`config.mk`:
```
export PLATFORM = sky130hd
export DESIGN_NAME = pixel_reader
export DESIGN_NICKNAME = d
export VERILOG_FILES = /design/src/rtl/pixel_reader.sv
export SDC_FILE = /design/constraint.sdc
export NUM_CORES = 1
export LEC_CHECK = 0
export CAP_MARGIN = 20
export CORE_MARGIN = 2
export CORE_UTILIZATION = 41
export CTS_CLUSTER_SIZE = 28
export DETAILED_ROUTE_END_ITERATION = 7
export GPL_TIMING_DRIVEN = 0
export PLACE_DENSITY = 0.86
export SLEW_MARGIN = 0
export SYNTH_ARGS = -nofsm -noshare
export SYNTH_HDL_FRONTEND = slang
export SYNTH_SLANG_ARGS = --single-unit
```
`constraint.sdc`:
```
create_clock -name clk -period 4.82 [get_ports clk]
set_clock_uncertainty 0.15 [all_clocks]
set_input_delay 1.446 -clock clk [delete_from_list [all_inputs] [get_ports clk]]
set_output_delay 1.446 -clock clk [all_outputs]
set_load 0.1 [all_outputs]
```
`src/rtl/pixel_reader.sv`:
```
// pixel_reader: fetches one 8-bit pixel from a 256x192 byte-per-pixel frame buffer through a
// Spartan-6 MCB style command port and first-word-fall-through read port.
//
// Ports
//   clk, rst                 clock and synchronous active-high reset
//   pixel_en, pixel_x/_y     read request and coordinates (sampled only while idle)
//   pixel_rgb                colour of the last successfully read pixel
//   pixel_rd_done/_err       one-cycle completion / abort pulses
//   busy                     high whenever the reader is not idle
//   mem_cmd_*                MCB command port (always a single-word read)
//   mem_rd_*                 MCB read data port
//   cache_flush              invalidates the one-word cache
//
// Optional feature: define PIXEL_READER_CACHE_EN to add a one-word cache. Without it every
// request goes to memory and cache_flush is ignored.
module pixel_reader #(
  parameter logic [29:0] VRAM_BASE = 30'h0000000,
  parameter int unsigned TIMEOUT   = 1023
) (
  input  logic        clk,
  input  logic        rst,
  input  logic        pixel_en,
  input  logic [7:0]  pixel_x,
  input  logic [7:0]  pixel_y,
  output logic [7:0]  pixel_rgb,
  output logic        pixel_rd_done,
  output logic        pixel_rd_err,
  output logic        busy,
  output logic        mem_cmd_en,
  output logic [2:0]  mem_cmd_instr,
  output logic [5:0]  mem_cmd_bl,
  output logic [29:0] mem_cmd_byte_addr,
  input  logic        mem_cmd_empty,
  input  logic        mem_cmd_full,
  output logic        mem_rd_en,
  input  logic [31:0] mem_rd_data,
  input  logic        mem_rd_full,
  input  logic        mem_rd_empty,
  input  logic [6:0]  mem_rd_count,
  input  logic        mem_rd_overflow,
  input  logic        mem_rd_error,
  input  logic        cache_flush
);

  localparam logic [9:0] TimeoutCnt = 10'(TIMEOUT);

  typedef enum logic [2:0] {StFlush, StIdle, StCmd, StWait, StDone} state_t;

  state_t      r_state, w_state_next;
  logic [7:0]  r_x, r_y;
  logic [9:0]  r_wait_cnt;
  logic [7:0]  r_pixel_rgb;

  logic [29:0] w_byte_addr;
  logic [7:0]  w_rd_byte;
  logic        w_hit;
  logic [7:0]  w_cache_byte;
  logic        w_cmd_en, w_rd_en, w_rd_err, w_capture, w_hit_take;

  // Word-aligned address; the sum wraps naturally at 30 bits.
  assign w_byte_addr = VRAM_BASE + {14'd0, r_y, r_x[7:2], 2'b00};

  always_comb begin
    w_rd_byte = mem_rd_data[7:0];
    case (r_x[1:0])
      2'd0:    w_rd_byte = mem_rd_data[7:0];
      2'd1:    w_rd_byte = mem_rd_data[15:8];
      2'd2:    w_rd_byte = mem_rd_data[23:16];
      default: w_rd_byte = mem_rd_data[31:24];
    endcase
  end

`ifdef PIXEL_READER_CACHE_EN
  logic        r_cache_valid;
  logic [27:0] r_cache_addr;
  logic [31:0] r_cache_data;
  logic [29:0] w_req_addr;
  logic        w_unused;

  // Hit is judged on the live request coordinates so a hit can complete in one cycle.
  assign w_req_addr = VRAM_BASE + {14'd0, pixel_y, pixel_x[7:2], 2'b00};
  // A flush arriving with the request wins over a stale hit.
  assign w_hit = r_cache_valid && !cache_flush && (r_cache_addr == w_req_addr[29:2]);

  always_comb begin
    w_cache_byte = r_cache_data[7:0];
    case (pixel_x[1:0])
      2'd0:    w_cache_byte = r_cache_data[7:0];
      2'd1:    w_cache_byte = r_cache_data[15:8];
      2'd2:    w_cache_byte = r_cache_data[23:16];
      default: w_cache_byte = r_cache_data[31:24];
    endcase
  end

  always_ff @(posedge clk) begin
    if (rst) begin
      r_cache_valid <= 1'b0;
      r_cache_addr  <= '0;
      r_cache_data  <= '0;
    end else if (cache_flush) begin
      r_cache_valid <= 1'b0;
    end else if (w_capture) begin
      r_cache_valid <= 1'b1;
      r_cache_addr  <= w_byte_addr[29:2];
      r_cache_data  <= mem_rd_data;
    end
  end

  assign w_unused = ^{mem_rd_full, mem_rd_count, w_req_addr[1:0]};
`else
  logic w_unused;

  assign w_hit        = 1'b0;
  assign w_cache_byte = 8'h00;
  assign w_unused     = ^{mem_rd_full, mem_rd_count, cache_flush};
`endif

  always_comb begin
    w_state_next = r_state;
    w_cmd_en     = 1'b0;
    w_rd_en      = 1'b0;
    w_rd_err     = 1'b0;
    w_capture    = 1'b0;
    w_hit_take   = 1'b0;
    case (r_state)
      StFlush: begin
        // Drain anything left in the read FIFO until both MCB queues are idle.
        w_rd_en = !mem_rd_empty;
        if (mem_rd_empty && mem_cmd_empty) w_state_next = StIdle;
      end
      StIdle: begin
        if (pixel_en) begin
          if (w_hit) begin
            w_hit_take   = 1'b1;
            w_state_next = StDone;
          end else begin
            w_state_next = StCmd;
          end
        end
      end
      StCmd: begin
        if (!mem_cmd_full) begin
          w_cmd_en     = 1'b1;
          w_state_next = StWait;
        end
      end
      StWait: begin
        // Fault beats data, data beats timeout.
        if (mem_rd_error || mem_rd_overflow) begin
          w_rd_err     = 1'b1;
          w_state_next = StFlush;
        end else if (!mem_rd_empty) begin
          w_rd_en      = 1'b1;
          w_capture    = 1'b1;
          w_state_next = StDone;
        end else if (r_wait_cnt == TimeoutCnt) begin
          w_rd_err     = 1'b1;
          w_state_next = StFlush;
        end
      end
      StDone:  w_state_next = StIdle;
      default: w_state_next = StFlush;
    endcase
  end

  always_ff @(posedge clk) begin
    if (rst) begin
      r_state     <= StFlush;
      r_x         <= '0;
      r_y         <= '0;
      r_wait_cnt  <= '0;
      r_pixel_rgb <= 8'h00;
    end else begin
      r_state <= w_state_next;
      if (r_state == StIdle && pixel_en) begin
        r_x <= pixel_x;
        r_y <= pixel_y;
      end
      r_wait_cnt <= (r_state == StWait) ? r_wait_cnt + 10'd1 : 10'd0;
      if (w_capture)  r_pixel_rgb <= w_rd_byte;
      if (w_hit_take) r_pixel_rgb <= w_cache_byte;
    end
  end

  // Strobes are gated by rst so nothing leaks out while reset is held mid-transaction.
  assign pixel_rgb         = r_pixel_rgb;
  assign pixel_rd_done     = (r_state == StDone) && !rst;
  assign pixel_rd_err      = w_rd_err && !rst;
  assign busy              = rst || (r_state != StIdle);
  assign mem_cmd_en        = w_cmd_en && !rst;
  assign mem_rd_en         = w_rd_en && !rst;
  assign mem_cmd_instr     = 3'b001;
  assign mem_cmd_bl        = 6'd0;
  assign mem_cmd_byte_addr = w_byte_addr;

endmodule

```
# After elaboration in Yosys (flattened, before gate mapping)
# Cells that the tools add are included.
word_totals:
  input_bits: 65
  register_bits: 37
  output_inout_bits: 52
classes:
  n_addsub: 1
  n_mux: 18
  n_eq_ne: 12
  bitwise: 1
  n_reduce_logical: 14
ops:
  columns: ["op", "n"]
  rows:
  - ["$pmux 8 s3", 1]
  - ["$mux 3", 6]
  - ["$pmux 3 s5", 1]
  - ["$add 10x1->10 const B", 1]
  - ["$eq 10x10->1 const B", 1]
  - ["$mux 1", 9]
  - ["$eq 3x2->1 const B", 2]
  - ["$logic_and 1x1->1", 6]
  - ["$ne 2x2->1 const B", 3]
  - ["$ne 4x4->1 const B", 1]
  - ["$reduce_and 4->1", 1]
  - ["$eq 3x1->1 const B", 1]
  - ["$eq 3x3->1 const B", 1]
  - ["$logic_not 3->1", 1]
  - ["$ne 3x1->1 const B", 1]
  - ["$eq 2x1->1 const B", 1]
  - ["$eq 2x2->1 const B", 1]
  - ["$logic_not 1->1", 2]
  - ["$logic_not 2->1", 1]
  - ["$logic_or 1x1->1", 2]
  - ["$pmux 1 s2", 1]
  - ["$reduce_or 2->1", 1]
  - ["$not 1->1", 1]

# Logic depth before layout (Yosys ltp)
# Gate-level depths: netlist of the first run.
depth:
  depth_word: 6
  ltp_mapped: 7
  mapped_depth_nobuf: 5

# Worst setup path before layout of the first run
# No wires, ideal clock.
synth_path:
  path_kind: "input -> output"
  from: "in rst"
  to: "out pixel_rd_done"
  setup_slack_ns: -1.526
  path_buffers: 1
  arrival_ns: 4.750
  stages: 2
  path_cell_list: "clkbuf_1 nor4b_1"
synth_between:
  elab_chain_cells: 2
synth_lines:
  columns: ["item", "line", "rtl"]
  rows:
  - ["start, declared", "21", "input logic rst,"]
  - ["$logic_not 1->1", "187", "assign pixel_rd_done = (r_state == StDone) && !rst;"]
  - ["$logic_and 1x1->1", "187", null]
  - ["end, declared", "26", "output logic pixel_rd_done,"]
# Every way passes these cells.

# Worst setup path after layout of the first run
# Same ends and word-level chain as after synthesis.

==> summary.txt, run 1 <==
Slew HR -> 33.8%
Critical Path Fanout Max -> 10
Switching Fraction -> 35.7%
Crit path DAT -> 3.07 ns
Met2 Use GR -> 30.2%
H-tree levels -> 2
Ys async rst share -> 0%
Setup violations, final -> 0
# DRC -> 0
Final Slew Violations -> 0
R2R depth -> 5
Met3 Use GR -> 4.66%
Drt pass-1 iters -> 4
WL final -> 4770 µm
End-of-flow core utilization -> 65.4%
Post-layout worst setup margin -> 0.153 ns
Clock power frac -> 26.6%
Core footprint -> 4690 µm²
Min-delay src -> r_y[5]
Worst R2R Start -> r_wait_cnt[0]
WP data required -> 3.22 ns
Synth Instances -> 220
Final antenna-violating net count -> 0
Clk_lat worst skew -> 0.28 ns
GRT Util Overall -> 17.3%
Post-Place Setup Slack -> -0.620 ns
Hold slack -> 0.307 ns
Rows -> 25
Final hold violation count -> 0
Clock root buffer -> clkbuf_8
Worst setup EP type -> output port
Post-synth top area cell -> dfxtp_1
Fmax -> 214 MHz
M1 GR Usage -> 20.6%
Ys Warns -> 0
DP HPWL -> 3810 µm
Final period utilization -> 96.8%
Synth area leaders -> dfxtp_1 (37%), buf_4 (12%), mux4_2 (9.0%)
Seq pwr share -> 40.4%
Global-route wire length before repair -> 7220 µm
Critical setup path kind -> input pin to output port
Worst hold path depth -> 2
Initial Util -> 42.5%
Switch Pwr -> 278 µW
Pwr/cell area -> 254 nW/µm²
Count leader, synth -> dfxtp_1
Io pins -> 117
Sequential cell area fraction in the yosys report -> 37.2%
LEAKAGE -> 0.00122 µW
DR vias/cell -> 4.56
Layout area overhead -> 54.0%
DIE WIDTH -> 73.7 µm
Gr ovfl total -> 0
Post-synth top cells -> dfxtp_1 (37), nand2_1 (36), buf_4 (32)
Die area -> 5440 µm²
Synthesized cell area -> 1990 µm²
Antenna Cells -> 0
Int Power -> 501 µW
Vias in the first global route -> 1,679
Synth Area per Inst -> 9.06 µm²
FF+latch count, synth -> 37
Combinational share of power -> 32.9%
Peak supply drop -> 145 µV
Post-synth EDFFs -> 0
CTS clock-pin slew for the worst setup and hold paths -> 0.07 ns
RSZ-0062 raised after global routing -> false
Average wire per standard cell -> 12.4 µm
Most crowded layer after global routing -> met2
Fin nets -> 397
Min-Delay Path Class -> flip-flop to flip-flop
Die Height -> 73.7 µm
Distinct cells, synth -> 38
Crit path time final -> 4.67 ns
Least-Margin Pin Slew -> 0.990 ns
Main synth FF type -> dfxtp_1
Sink Count -> 37
GP Congestion -> 0.737
Via count -> 1,760
Startpoint types -> input pin
Share of the synthesized area in the top cell type -> 37.2%
Share of layout cells above drive strength 1 -> 22.9%
Num CTS Buffers -> 5
Initial antenna violation count -> 0
IO Port Bufs -> 82
Post-CTS Hold Buffers -> 0
Status -> finished, final reports clean
Max-cap violation count -> 0
CTS tree -> built
Clock tree buffer depth -> 2
CP startpoint -> rst
Drt initial violations -> 72
Pin count of the biggest net entering global routing -> 12
[what timing repair did]
item / in CTS / in global routing
setup endpoints to repair: 5 / 2
setup buffers: 0 / 0
cloned: 0 / 0
gates resized for setup: 18 / 4
[routing by layer]
| layer | share of wire, % | up-vias |
|---|---|---|
| met5 | 0 | - |
| met4 | 0.86 | 0 |
| met3 | 6.8 | 2 |
| met2 | 52 | 59 |
| met1 | 41 | 796 |
| li1 | - | 903 |
[power by group through the flow]
stage          sequential (µW)  combinational, µW  clock (µW)
3_5_place_dp               322                257           0
5_1_grt                    316                267         225
3_3_place_gp               322                255           0
6_report                   315                257         208
4_1_cts                    315                258         209
2_1_floorplan              341                172           0
[stage by stage]
step                      power (µW)  instances  cell area (µm²)  TNS, ns
after global routing             808        386             3070        0
final                            780        386             3070        0
after CTS                        782        387             3090        0
after floorplan                  513        243             2110   -0.330
after global placement           577        379             3000    -2.64
after detailed placement         580        379             3000    -2.64
[registers in the layout (all words and copies together), names as in the netlist]
name / cells
pixel_rgb: 8
r_wait_cnt: 10
r_y: 8
r_x: 8
r_state: 3
[worst paths after layout]
| kind | end | slack (ns) |
|---|---|---|
| hold / removal | r_y[5] | 0.31 |
| setup / recovery | pixel_rd_done | 0.15 |
| hold reg to reg | r_y[5] | 0.31 |
| setup reg to reg | r_state[0] | 3.10 |
[cells by family after synthesis]
family                     count (synthesis)  share of synthesized area, %
adders and majority gates                  1                         0.628
xor gates and xnor gates                   7                          3.08
AOI/OAI and AO/OA                         27                          9.42
buffers and inverters                     46                          16.4
muxes                                     16                          13.1
and+or+nand+nor                           84                          19.8
other                                      2                         0.377
DFF                                       37                          37.2
[final cells by class]
class                           instances  area [µm²]
Multi-Input combinational cell        160        1040
Clock inverter                          2        10.0
Sequential cell                        37         741
Timing Repair Buffer                   82         815
Clock buffer                            6        72.6
Tap cell                               54        67.6
Fill cell                             412        1620
Buffer                                 42         314
Inverter                                3        11.3
[cells in the final DEF (no fill, tap or decap), drive strengths merged, types with 2 or more instances in the layout]
| master | synthesis | layout |
|---|---|---|
| conb | 2 | 25 |
| nor3 | 2 | 2 |
| nand2 | 37 | 37 |
| dfxtp | 37 | 37 |
| xnor2 | 6 | 6 |
| a21oi | 19 | 19 |
| buf | 38 | 40 |
| nor3b | 2 | 2 |
| clkdlybuf4s15 | 0 | 3 |
| nand3 | 4 | 4 |
| o21ai | 2 | 2 |
| or3 | 2 | 2 |
| nor4 | 3 | 3 |
| clkinv | 0 | 2 |
| nor2 | 25 | 25 |
| inv | 3 | 3 |
| mux2i | 8 | 8 |
| nand3b | 4 | 4 |
| clkdlybuf4s50 | 0 | 77 |
| clkbuf | 5 | 10 |
| mux4 | 8 | 8 |
[critical path, cell delays in order]
cell	delay, ns
clkdlybuf4s50_1	0.50
clkbuf_2	0.27
nor4b_2	0.27
clkdlybuf4s15_2	0.59
Note: power is estimated with default switching activity, not from simulation.
==> run 2, diff against run 1 <==
CORE_MARGIN = unset   (was 2)
SETUP_SLACK_MARGIN = 0.5   (was unset)
==> run 2 against run 1 <==
  * Sequential power barely moved
  * Core utilization rose by 1.4 points
  * Count of clock-buffer cells in the layout rose by 2
  * Global-route usage rose by 0.60 points
  * Critical endpoint is now pixel_rd_err
==> summary.txt, run 2 (synthesis results as in run 1) <==
Fillers -> 390
Fin nets -> 399
Worst Setup EP -> pixel_rd_err
DP HPWL -> 3440 µm
R2R depth -> 5
Clock root buffer -> clkbuf_8
Initial antenna violation count -> 0
Core footprint -> 4690 µm²
IO Port Bufs -> 82
Worst hold path depth -> 2
Largest register FFs -> 10
WL final -> 4520 µm
Max-cap violation count -> 0
LEAKAGE -> 0.00125 µW
CTS tree -> built
GP Congestion -> 0.749
Min-Delay Path Class -> flip-flop to flip-flop
Drt pass-1 iters -> 4
RSZ-0062 raised after global routing -> false
Fmax -> 240 MHz
Final hold violation count -> 0
Reg2reg end -> r_state[0]
WP data required -> 3.22 ns
Io pins -> 117
Reg area -> 741 µm²
Pwr/cell area -> 250 nW/µm²
Status -> finished, final reports clean
Critical Path Fanout Max -> 6
Drt initial violations -> 58
End-of-flow core utilization -> 66.8%
Share of layout cells above drive strength 1 -> 23.7%
Clk_lat worst skew -> 0.28 ns
DR vias/cell -> 4.59
Setup violations, final -> 0
Layout area overhead -> 57.2%
Worst setup EP type -> output port
DIE WIDTH -> 71.7 µm
Biggest register -> r_wait_cnt
Antenna Cells -> 0
Final Slew Violations -> 0
Rows -> 25
Global-route wire length before repair -> 7270 µm
Initial Util -> 42.5%
Post-CTS Hold Buffers -> 0
Multi-input gate area -> 1070 µm²
Gr ovfl total -> 0
Final antenna-violating net count -> 0
Pin count of the biggest net entering global routing -> 11
# DRC -> 0
Worst R2R Start -> r_wait_cnt[0]
Peak supply drop -> 197 µV
Via count -> 1,779
Design area -> 3130 µm²
Most frequent cells in the layout -> clkdlybuf4s50_1 (74), dfxtp_1 (37), nand2_1 (36), buf_4 (36), conb_1 (25)
Startpoint types -> input pin
Commonest non-fill, non-tap cell in the layout -> clkdlybuf4s50_1
Placed inst area -> 3030 µm²
CP startpoint -> mem_rd_empty
Final period utilization -> 86.6%
Average wire per standard cell -> 11.6 µm
Slew HR -> 32.0%
CTS clock-pin slew for the worst setup and hold paths -> 0.07 ns
R2R setup slack -> 3.09 ns
GRT Util Overall -> 17.9%
Num CTS Buffers -> 5
Die area -> 5140 µm²
Vias in the first global route -> 1,649
Crit path time final -> 4.17 ns
Crit path DAT -> 2.58 ns
Die Height -> 71.7 µm
Least-Margin Pin Slew -> 1.02 ns
Critical setup path kind -> input pin to output port
Clock tree buffer depth -> 2
H-tree levels -> 2
Sink Count -> 37
## run 2: cell types whose count changed in the layout (fill, tap and decap cells not counted), sizes merged
cell	change
buf	+5
clkdlybuf4s15	-3
clkdlybuf4s50	-3
clkbuf	+2
clkinv	-2
dlygate4sd2	+2
dlymetal6s2s	+1
## run 2: area by class of cell
class / count / share of cell area (%)
repair buffers: 83 / 26.7
well taps: 54 / 2.16
multi-input cells: 160 / 34.3
clock buffers: 8 / 2.56
plain buffers: 43 / 10.3
flip-flops and latches: 37 / 23.6
inverters: 3 / 0.359
## run 2: timing repair
item	in CTS	in global routing
setup endpoints to repair	5	4
buffers inserted	1	0
gates resized for setup	40	3
pin swaps	1	0
## run 2: power breakdown
group          internal, µW  switching [µW]  leakage [µW]  total (µW)
Sequential              312            2.95      0.000299         315
Combinational          90.2             169      0.000910         260
Clock                   103             105     0.0000395         207
## run 2: worst max-delay path: stages
cell	delay (ns)
clkdlybuf4s50_1	0.54
a211oi_1	0.33
nor2_2	0.08
buf_12	0.17
## run 2: worst min path at each step
| stage | from | endpoint | slack [ns] |
|---|---|---|---|
| global route | r_y[6] | r_y[6] | 0.34 |
| global placement | r_wait_cnt[0] | r_wait_cnt[0] | 0.29 |
| floorplan | r_wait_cnt[0] | r_wait_cnt[0] | 0.28 |
| finish | r_y[4] | r_y[4] | 0.31 |
| detailed placement | r_y[6] | r_y[6] | 0.30 |
| CTS | r_y[5] | r_y[5] | 0.31 |
## run 2: routing by layer
layer | track usage (%) | wire length (µm) | vias up
met5 | 0 | 0 | -
met4 | 7.41 | 95 | 0
met3 | 3.38 | 270 | 9
met2 | 31.2 | 2230 | 63
met1 | 21.7 | 1920 | 798
li1 | - | - | 909
## run 2: stage by stage
step,std cells,setup TNS (ns),power (µW),setup slack [ns],hold WS [ns]
5_1_grt,388,0,813,0.603,0.336
3_3_place_gp,379,-2.60,579,-0.654,0.292
3_5_place_dp,379,-2.56,581,-0.645,0.301
6_report,388,0,782,0.647,0.313
4_1_cts,388,0,788,0.509,0.315
2_1_floorplan,243,0,515,0.382,0.280
